File: config.mk
export PLATFORM = sky130hd
export DESIGN_NAME = fp32_to_bf16
export DESIGN_NICKNAME = d
export VERILOG_FILES = /design/src/rtl/fp32_to_bf16.sv
export SDC_FILE = /design/constraint.sdc
export NUM_CORES = 1
export LEC_CHECK = 0
export CORE_MARGIN = 2
export CORE_UTILIZATION = 52
export CTS_CLUSTER_SIZE = 30
export DETAILED_ROUTE_END_ITERATION = 6
export PLACE_DENSITY_LB_ADDON = 0.15
export SYNTH_ARGS = -nofsm -noshare
export SYNTH_HDL_FRONTEND = slang
export SYNTH_SLANG_ARGS = --single-unit
File: constraint.sdc
create_clock -name clk -period 4.6 [get_ports clk]
set_clock_uncertainty 0.15 [all_clocks]
set_input_delay 0.69 -clock clk [delete_from_list [all_inputs] [get_ports clk]]
set_output_delay 0.69 -clock clk [all_outputs]
set_load 0.05 [all_outputs]
File: src/rtl/fp32_to_bf16.sv
// fp32_to_bf16: two-stage valid/ready FP32 -> BF16 narrowing converter.
// Rounds to nearest-even, reports {NV, OF, UF, NX} per result and keeps
// a sticky copy of those flags that only accumulates on output handshakes.
module fp32_to_bf16 (
  input  logic        clk,
  input  logic        reset,
  input  logic        in_valid,
  output logic        in_ready,
  input  logic [31:0] operand_a,
  output logic        out_valid,
  input  logic        out_ready,
  output logic [15:0] result,
  output logic [3:0]  flags,
  input  logic        fpcsr_clear,
  output logic [3:0]  fpcsr
);

  typedef enum logic [1:0] {
    KIND_FINITE = 2'd0,
    KIND_ZERO   = 2'd1,
    KIND_INF    = 2'd2,
    KIND_NAN    = 2'd3
  } kind_t;

  localparam logic [15:0] QNAN_BF16 = 16'h7FC0;

  // Flag bit positions inside the 4-bit flag vector.
  localparam int NV_BIT = 3;
  localparam int OF_BIT = 2;
  localparam int UF_BIT = 1;
  localparam int NX_BIT = 0;

  // ---------------------------------------------------------------------
  // Handshake / stall control
  // ---------------------------------------------------------------------
  logic s1_valid_q;
  logic s2_valid_q;
  logic s1_adv;
  logic s2_adv;
  logic out_hs;

  assign s2_adv    = !s2_valid_q || out_ready;
  assign s1_adv    = !s1_valid_q || s2_adv;
  assign in_ready  = s1_adv;
  assign out_valid = s2_valid_q;
  assign out_hs    = s2_valid_q && out_ready;

  // ---------------------------------------------------------------------
  // Stage 1: classify the operand and derive the rounding terms
  // ---------------------------------------------------------------------
  logic [7:0]  in_exp;
  logic [22:0] in_man;
  kind_t       s1_kind_d;
  logic        s1_round_up_d;
  logic        s1_nx_d;

  assign in_exp = operand_a[30:23];
  assign in_man = operand_a[22:0];

  // Decode the operand class and the round-to-nearest-even increment.
  always_comb begin
    logic lsb;
    logic guard;
    logic sticky;
    lsb    = operand_a[16];
    guard  = operand_a[15];
    sticky = |operand_a[14:0];

    s1_round_up_d = guard && (sticky || lsb);
    s1_nx_d       = guard || sticky;

    if (in_exp == 8'hFF) begin
      s1_kind_d = (in_man != 23'd0) ? KIND_NAN : KIND_INF;
    end else if ((in_exp == 8'h00) && (in_man == 23'd0)) begin
      s1_kind_d = KIND_ZERO;
    end else begin
      s1_kind_d = KIND_FINITE;
    end
  end

  logic [15:0] s1_upper_q;
  kind_t       s1_kind_q;
  logic        s1_round_up_q;
  logic        s1_nx_q;

  // Stage-1 valid bit: cleared by reset, otherwise follows the input when S1 moves.
  always_ff @(posedge clk) begin
    if (reset) begin
      s1_valid_q <= 1'b0;
    end else if (s1_adv) begin
      s1_valid_q <= in_valid;
    end
  end

  // Stage-1 payload capture on an accepted input.
  // NOTE: payload registers carry no reset; they are only observed when the
  // matching valid bit is set, and the valid bits are reset.
  always_ff @(posedge clk) begin
    if (s1_adv && in_valid) begin
      s1_upper_q    <= operand_a[31:16];
      s1_kind_q     <= s1_kind_d;
      s1_round_up_q <= s1_round_up_d;
      s1_nx_q       <= s1_nx_d;
    end
  end

  // ---------------------------------------------------------------------
  // Stage 2: apply rounding and build result / flags
  // ---------------------------------------------------------------------
  logic [15:0] rounded;
  logic [15:0] result_d;
  logic [3:0]  flags_d;

  // The carry out of the mantissa ripples into the exponent on purpose: it
  // lands on the next binade, or on infinity from the largest finite value.
  assign rounded = s1_upper_q + {15'd0, s1_round_up_q};

  // Select the output encoding and exception flags for the operand class.
  // NOTE: every output is given a default first so no path leaves a latch.
  always_comb begin
    result_d = 16'h0000;
    flags_d  = 4'b0000;
    unique case (s1_kind_q)
      KIND_NAN: begin
        result_d         = QNAN_BF16;
        flags_d[NV_BIT]  = 1'b1;
      end
      KIND_INF, KIND_ZERO: begin
        result_d = s1_upper_q;
      end
      default: begin
        result_d        = rounded;
        flags_d[OF_BIT] = (rounded[14:7] == 8'hFF);
        flags_d[NX_BIT] = s1_nx_q || flags_d[OF_BIT];
        flags_d[UF_BIT] = flags_d[NX_BIT] && (rounded[14:7] == 8'h00);
      end
    endcase
  end

  logic [15:0] result_q;
  logic [3:0]  flags_q;

  // Stage-2 register: loads when the consumer frees it, holds while stalled.
  // NOTE: sequential state uses non-blocking assignments so all registers
  // update together from the pre-edge values.
  always_ff @(posedge clk) begin
    if (reset) begin
      s2_valid_q <= 1'b0;
      result_q   <= 16'h0000;
      flags_q    <= 4'b0000;
    end else if (s2_adv) begin
      s2_valid_q <= s1_valid_q;
      if (s1_valid_q) begin
        result_q <= result_d;
        flags_q  <= flags_d;
      end
    end
  end

  assign result = result_q;
  assign flags  = flags_q;

  // ---------------------------------------------------------------------
  // Sticky flag register
  // ---------------------------------------------------------------------
  logic [3:0] fpcsr_q;
  logic [3:0] fpcsr_d;

  // Accumulate on each handshake; a clear drops history but keeps the flags
  // of a result delivered in the same cycle.
  always_comb begin
    fpcsr_d = fpcsr_q;
    if (out_hs) begin
      fpcsr_d = fpcsr_clear ? flags_q : (fpcsr_q | flags_q);
    end else if (fpcsr_clear) begin
      fpcsr_d = 4'b0000;
    end
  end

  // Sticky register update.
  always_ff @(posedge clk) begin
    if (reset) begin
      fpcsr_q <= 4'b0000;
    end else begin
      fpcsr_q <= fpcsr_d;
    end
  end

  assign fpcsr = fpcsr_q;

endmodule

=== Yosys cells after proc, flatten, opt, wreduce, memory -nomap -nowiden ===
Index checks and enable logic that the tools add are counted.

* Bits of input ports: 37
* Output and inout bits: 26
* Latch bits: 0
* Memories: 0
* ROM bits: 0
* Word-level logic and storage cells: 46
* Bits in writable memories: 0
* Bits in registers: 46

* Order comparisons: 0
* Multiply operators: 0
* Reduce and logical (&&, ||, !) cells: 21
* $add $sub $neg: 1
* Shift operators: 0
* Equality and inequality tests: 5
* Mux-type cells: 9
* Divide/modulo/power cells: 0
* Bitwise logic cells: 1

{| class="wikitable"
|+ Operator list
! kind !! number
|-
| $pmux 16 s2 || 1
|-
| $logic_not 23->1 || 1
|-
| $reduce_bool 23->1 || 1
|-
| $add 16x1->16 || 1
|-
| $eq 8x8->1 const B || 2
|-
| $logic_not 8->1 || 2
|-
| $reduce_or 15->1 || 1
|-
| $mux 4 || 3
|-
| $logic_and 1x1->1 || 5
|-
| $logic_or 1x1->1 || 5
|-
| $eq 2x2->1 const B || 2
|-
| $or 4x4->4 || 1
|-
| $mux 1 || 3
|-
| $mux 3 || 1
|-
| $reduce_or 3->1 || 1
|-
| $eq 2x1->1 const B || 1
|-
| $logic_not 1->1 || 2
|-
| $mux 2 || 1
|-
| $reduce_and 2->1 || 1
|-
| $reduce_bool 2->1 || 1
|-
| $reduce_or 2->1 || 1
|}

=== Depth between registers and ports, before layout ===
* Depth after elaboration: 5
* Depth in mapped cells: 8
* Depth with buffers taken out: 7

=== Worst setup path before layout ===
Ideal clock, no wire load.

* Kind: reg-to-reg
* Start: reg s2_valid_q (netlist: out_valid)
* End: reg s1_kind_q[0], enable pin
* Cell stages (with the launch flop): 4
* Path buffers: 0
* Data required time: 4.110 ns
* Setup time: 0.340 ns
* Arrival: 1.777 ns
* Slack: 2.333 ns
* Clock period less this slack: 2.267 ns
* Cell sequence: dfxtp_1 > nor2b_1 > nand2_1 > and2_1

* Longest elaborated chain between the ends: 4

{| class="wikitable"
|+ Ends and longest elaborated chain
! item !! line !! source
|-
| start: declaration || 37 || <nowiki>logic s2_valid_q;</nowiki>
|-
| start signal: assignment || 152 || <nowiki>s2_valid_q <= s1_valid_q;</nowiki>
|-
| $logic_not 1->1 || 42 || <nowiki>assign s2_adv = !s2_valid_q || out_ready;</nowiki>
|-
| $logic_or 1x1->1 || 42 ||
|-
| $logic_or 1x1->1 || 43 || <nowiki>assign s1_adv = !s1_valid_q || s2_adv;</nowiki>
|-
| named net in_ready || 8 || <nowiki>output logic in_ready,</nowiki>
|-
| $logic_and 1x1->1 || 99 || <nowiki>if (s1_adv && in_valid) begin</nowiki>
|-
| end signal: assignment || 101 || <nowiki>s1_kind_q <= s1_kind_d;</nowiki>
|-
| end: declaration || 82 || <nowiki>kind_t s1_kind_q;</nowiki>
|}

The timed path passes the listed nets, and every way through them passes these cells.
A chain may end at the register's enable or synchronous reset.

=== Worst setup path after layout ===
* Start: in out_ready
* End: out in_ready

* Longest elaborated chain between the ends: 2

{| class="wikitable"
|+ Ends and longest elaborated chain
! item !! line !! source
|-
| start: declaration || 11 || <nowiki>input logic out_ready,</nowiki>
|-
| $logic_or 1x1->1 || 42 ||
|-
| $logic_or 1x1->1 || 43 ||
|-
| end: declaration || 8 ||
|}

No other way between the ends.

==> results.cfg <==
[status]
status = complete, no violations

[route]
drtIter0Drc = 139
wl_um = 5460
antenna_left = 0
avgRoutedWirePerCell_um = 15.3
drc = 0
vias = 2115
dr.pass1.iters = 4
via_per_inst = 5.92

[clock_tree]
cts_hold_buf = 0
post_cts_resized = 0
post_cts.repair.setup_buffers = 0
cts.clk_slew.worst_paths_ps = 80
insertion_delay_ps = 300
clockBufferDepth = 2
cts_buffers = 5
htree_num_levels = 2
root_buffer = clkbuf_8
cts_sinks = 46
cts_tree = yes

[global_routing]
grt_max_degree = 27
grt_pass1_vias = 2031
grtUsageTotal_pct = 22.3
grt_pass1_wl_um = 9250
antenna_found_initial = 0
grt_overflow = 0

[synth]
syn_inst = 249
ys_async_sr_fraction_pct = 0
syn_nets = 291
ys_seq_elements = 46
yosys_warnings = 0
synth_area_per_cell_um2 = 9.68
netlist_top_cells_area = edfxtp_1, dfxtp_1, nor2_1
syn_area_um2 = 2410
synth.distinct_cells = 54
synth_commonest_cells = nor2_1, dfxtp_1, edfxtp_1, nand2_1, nor3_1
yosysSeqAreaShare_pct = 46.5
synth_most_common_cell = nor2_1
synth_top_area_share_pct = 24.9
synth_flop_cell = dfxtp_1
synth-edff-count = 20
synth_top_area_cell = edfxtp_1

[worst_setup_path]
crit_type = in2out
critPathArrivalTime_ps = 2280
cpMaxStageDelayCell = clkdlybuf4s50_1
cp_top_family = buffers and inverters
crit_top_cell = clkdlybuf4s50_1
end_kind = primary output
path_buf_inv = 2
cp_cell_sequence = clkdlybuf4s50_1, nor2b_1, nand2_1, clkdlybuf4s50_1
startpoint_type = input port
crit_required_ps = 3760
worst-path-max-fanout = 6
slowest_delay_ps = 800

[power_and_ir_drop]
vdd_drop_max_v = 0.000251
leakagePower_nw = 1.09
power.density_nw_per_um2 = 304
power.total_w = 0.000952

[cells_and_area]
fin_util_pct = 70.9
num-nets-final = 346
area_growth_pct = 29.8
drive_above_1_share_pct = 5.90
antenna_cells = 0

[floorplan]
die_x_um = 72.1
die_y_um = 72.1
core-area_um2 = 4410
ioPinCount = 63
dieArea_um2 = 5190
initial_core_util_pct = 54.6
fp-row-count = 24

[placement]
portBuffers = 62
place_ws_ps = 1480
gp_congestion = 0.893
hpwl_um = 4100

[sta]
drv_slew = 0
worst_slack_ps = 1480
finalSetupViolCount = 0
slew_headroom_pct = 29.2
fmax_mhz = 320
fin_crit_sh_pct = 67.9
rsz0062_at_grt = no
setup_tns_ps = 0
tightest_slew_ps = 1060
hold_viol = 0
fin_crit_ps = 3120

[job]
cap_viol_max_count = 0

[hold_path]
hold_class = reg2reg
cell type report:
type,count,area [um^2]
tap,52,65.1
sequential,46,1120
clock inverter,1,30.0
multi-input combinational,183,1180
clock buffer,7,86.3
inverter,5,18.8
fill,357,1290
timing repair buffer,63,628
final timing paths:
path                          startpoint  cells past startpoint  slack (ps)                endpoint
setup / recovery               out_ready                      4        1480                in_ready
hold reg to reg    flags[2]$_SDFFE_PP0P_                      2         310   flags[2]$_SDFFE_PP0P_
hold / removal     flags[2]$_SDFFE_PP0P_                      2         310   flags[2]$_SDFFE_PP0P_
setup reg to reg  s1_kind_q[0]$_DFFE_PP_                      7        2070  result[1]$_SDFFE_PP0P_
per-stage QoR:
stage                     cell area (um^2)  std cells  hold slack (ps)
after floorplan                       2410        249              357
after global placement                3010        349              300
after detailed placement              3010        349              299
after CTS                             3130        357              311
after global routing                  3130        357              352
final                                 3130        357              311
layer usage:
| metal | part of all wire [%] | GRT usage, % | up-vias |
|---|---|---|---|
| li1 | - | - | 1054 |
| met1 | 45 | 30.0 | 959 |
| met2 | 47 | 35.1 | 97 |
| met3 | 7.7 | 6.94 | 5 |
| met4 | 0.71 | 5.87 | 0 |
| met5 | 0 | 0 | - |
state kept, by name, summed over array words and instances, names as in the netlist:
register / cells
s1_round_up_q: 1
flags: 4
fpcsr: 4
s1_kind_q: 2
out_valid: 1
s1_valid_q: 1
s1_nx_q: 1
result: 16
s1_upper_q: 16
power by group:
part / leakage (nW) / internal (W) / switching (W) / total [W]
Combinational: 0.627 / 0.0000731 / 0.0000988 / 0.000172
Sequential: 0.407 / 0.000449 / 0.0000237 / 0.000472
Clock: 0.0585 / 0.000177 / 0.000131 / 0.000308
cell usage in the layout (no fill, tap or decap), types with 5 or more instances in the layout:
cell and count:
nand2_1 16, o21ai_0 6, nor4_1 9, inv_1 5
nor2_1 33, nand3_1 9, ha_1 5, dfxtp_1 26
nand4_1 7, clkbuf_8 6, edfxtp_1 20, a21oi_1 6
a221oi_1 9, xnor2_1 5, xor2_1 5, nor3_1 12
clkdlybuf4s50_1 62
tightest hold or removal path, stage by stage (launching register included):
cell and delay, ps:
dfxtp_1 330, nand2_1 60, nand2_1 40
cells by family (layout without fill, tap and decap cells):
| kind of cell | after synthesis | after routing | synth area share (%) |
|---|---|---|---|
| AND/OR/NAND/NOR | 116 | 116 | 26.5 |
| AO/OA/AOI/OAI | 52 | 52 | 16.2 |
| flip-flops | 46 | 46 | 46.5 |
| buffers and inverters | 20 | 76 | 4.57 |
| XOR/XNOR | 10 | 10 | 3.63 |
| adder cells (fa/ha/maj) | 5 | 5 | 2.60 |
Note: power is estimated with default switching activity, not from simulation.
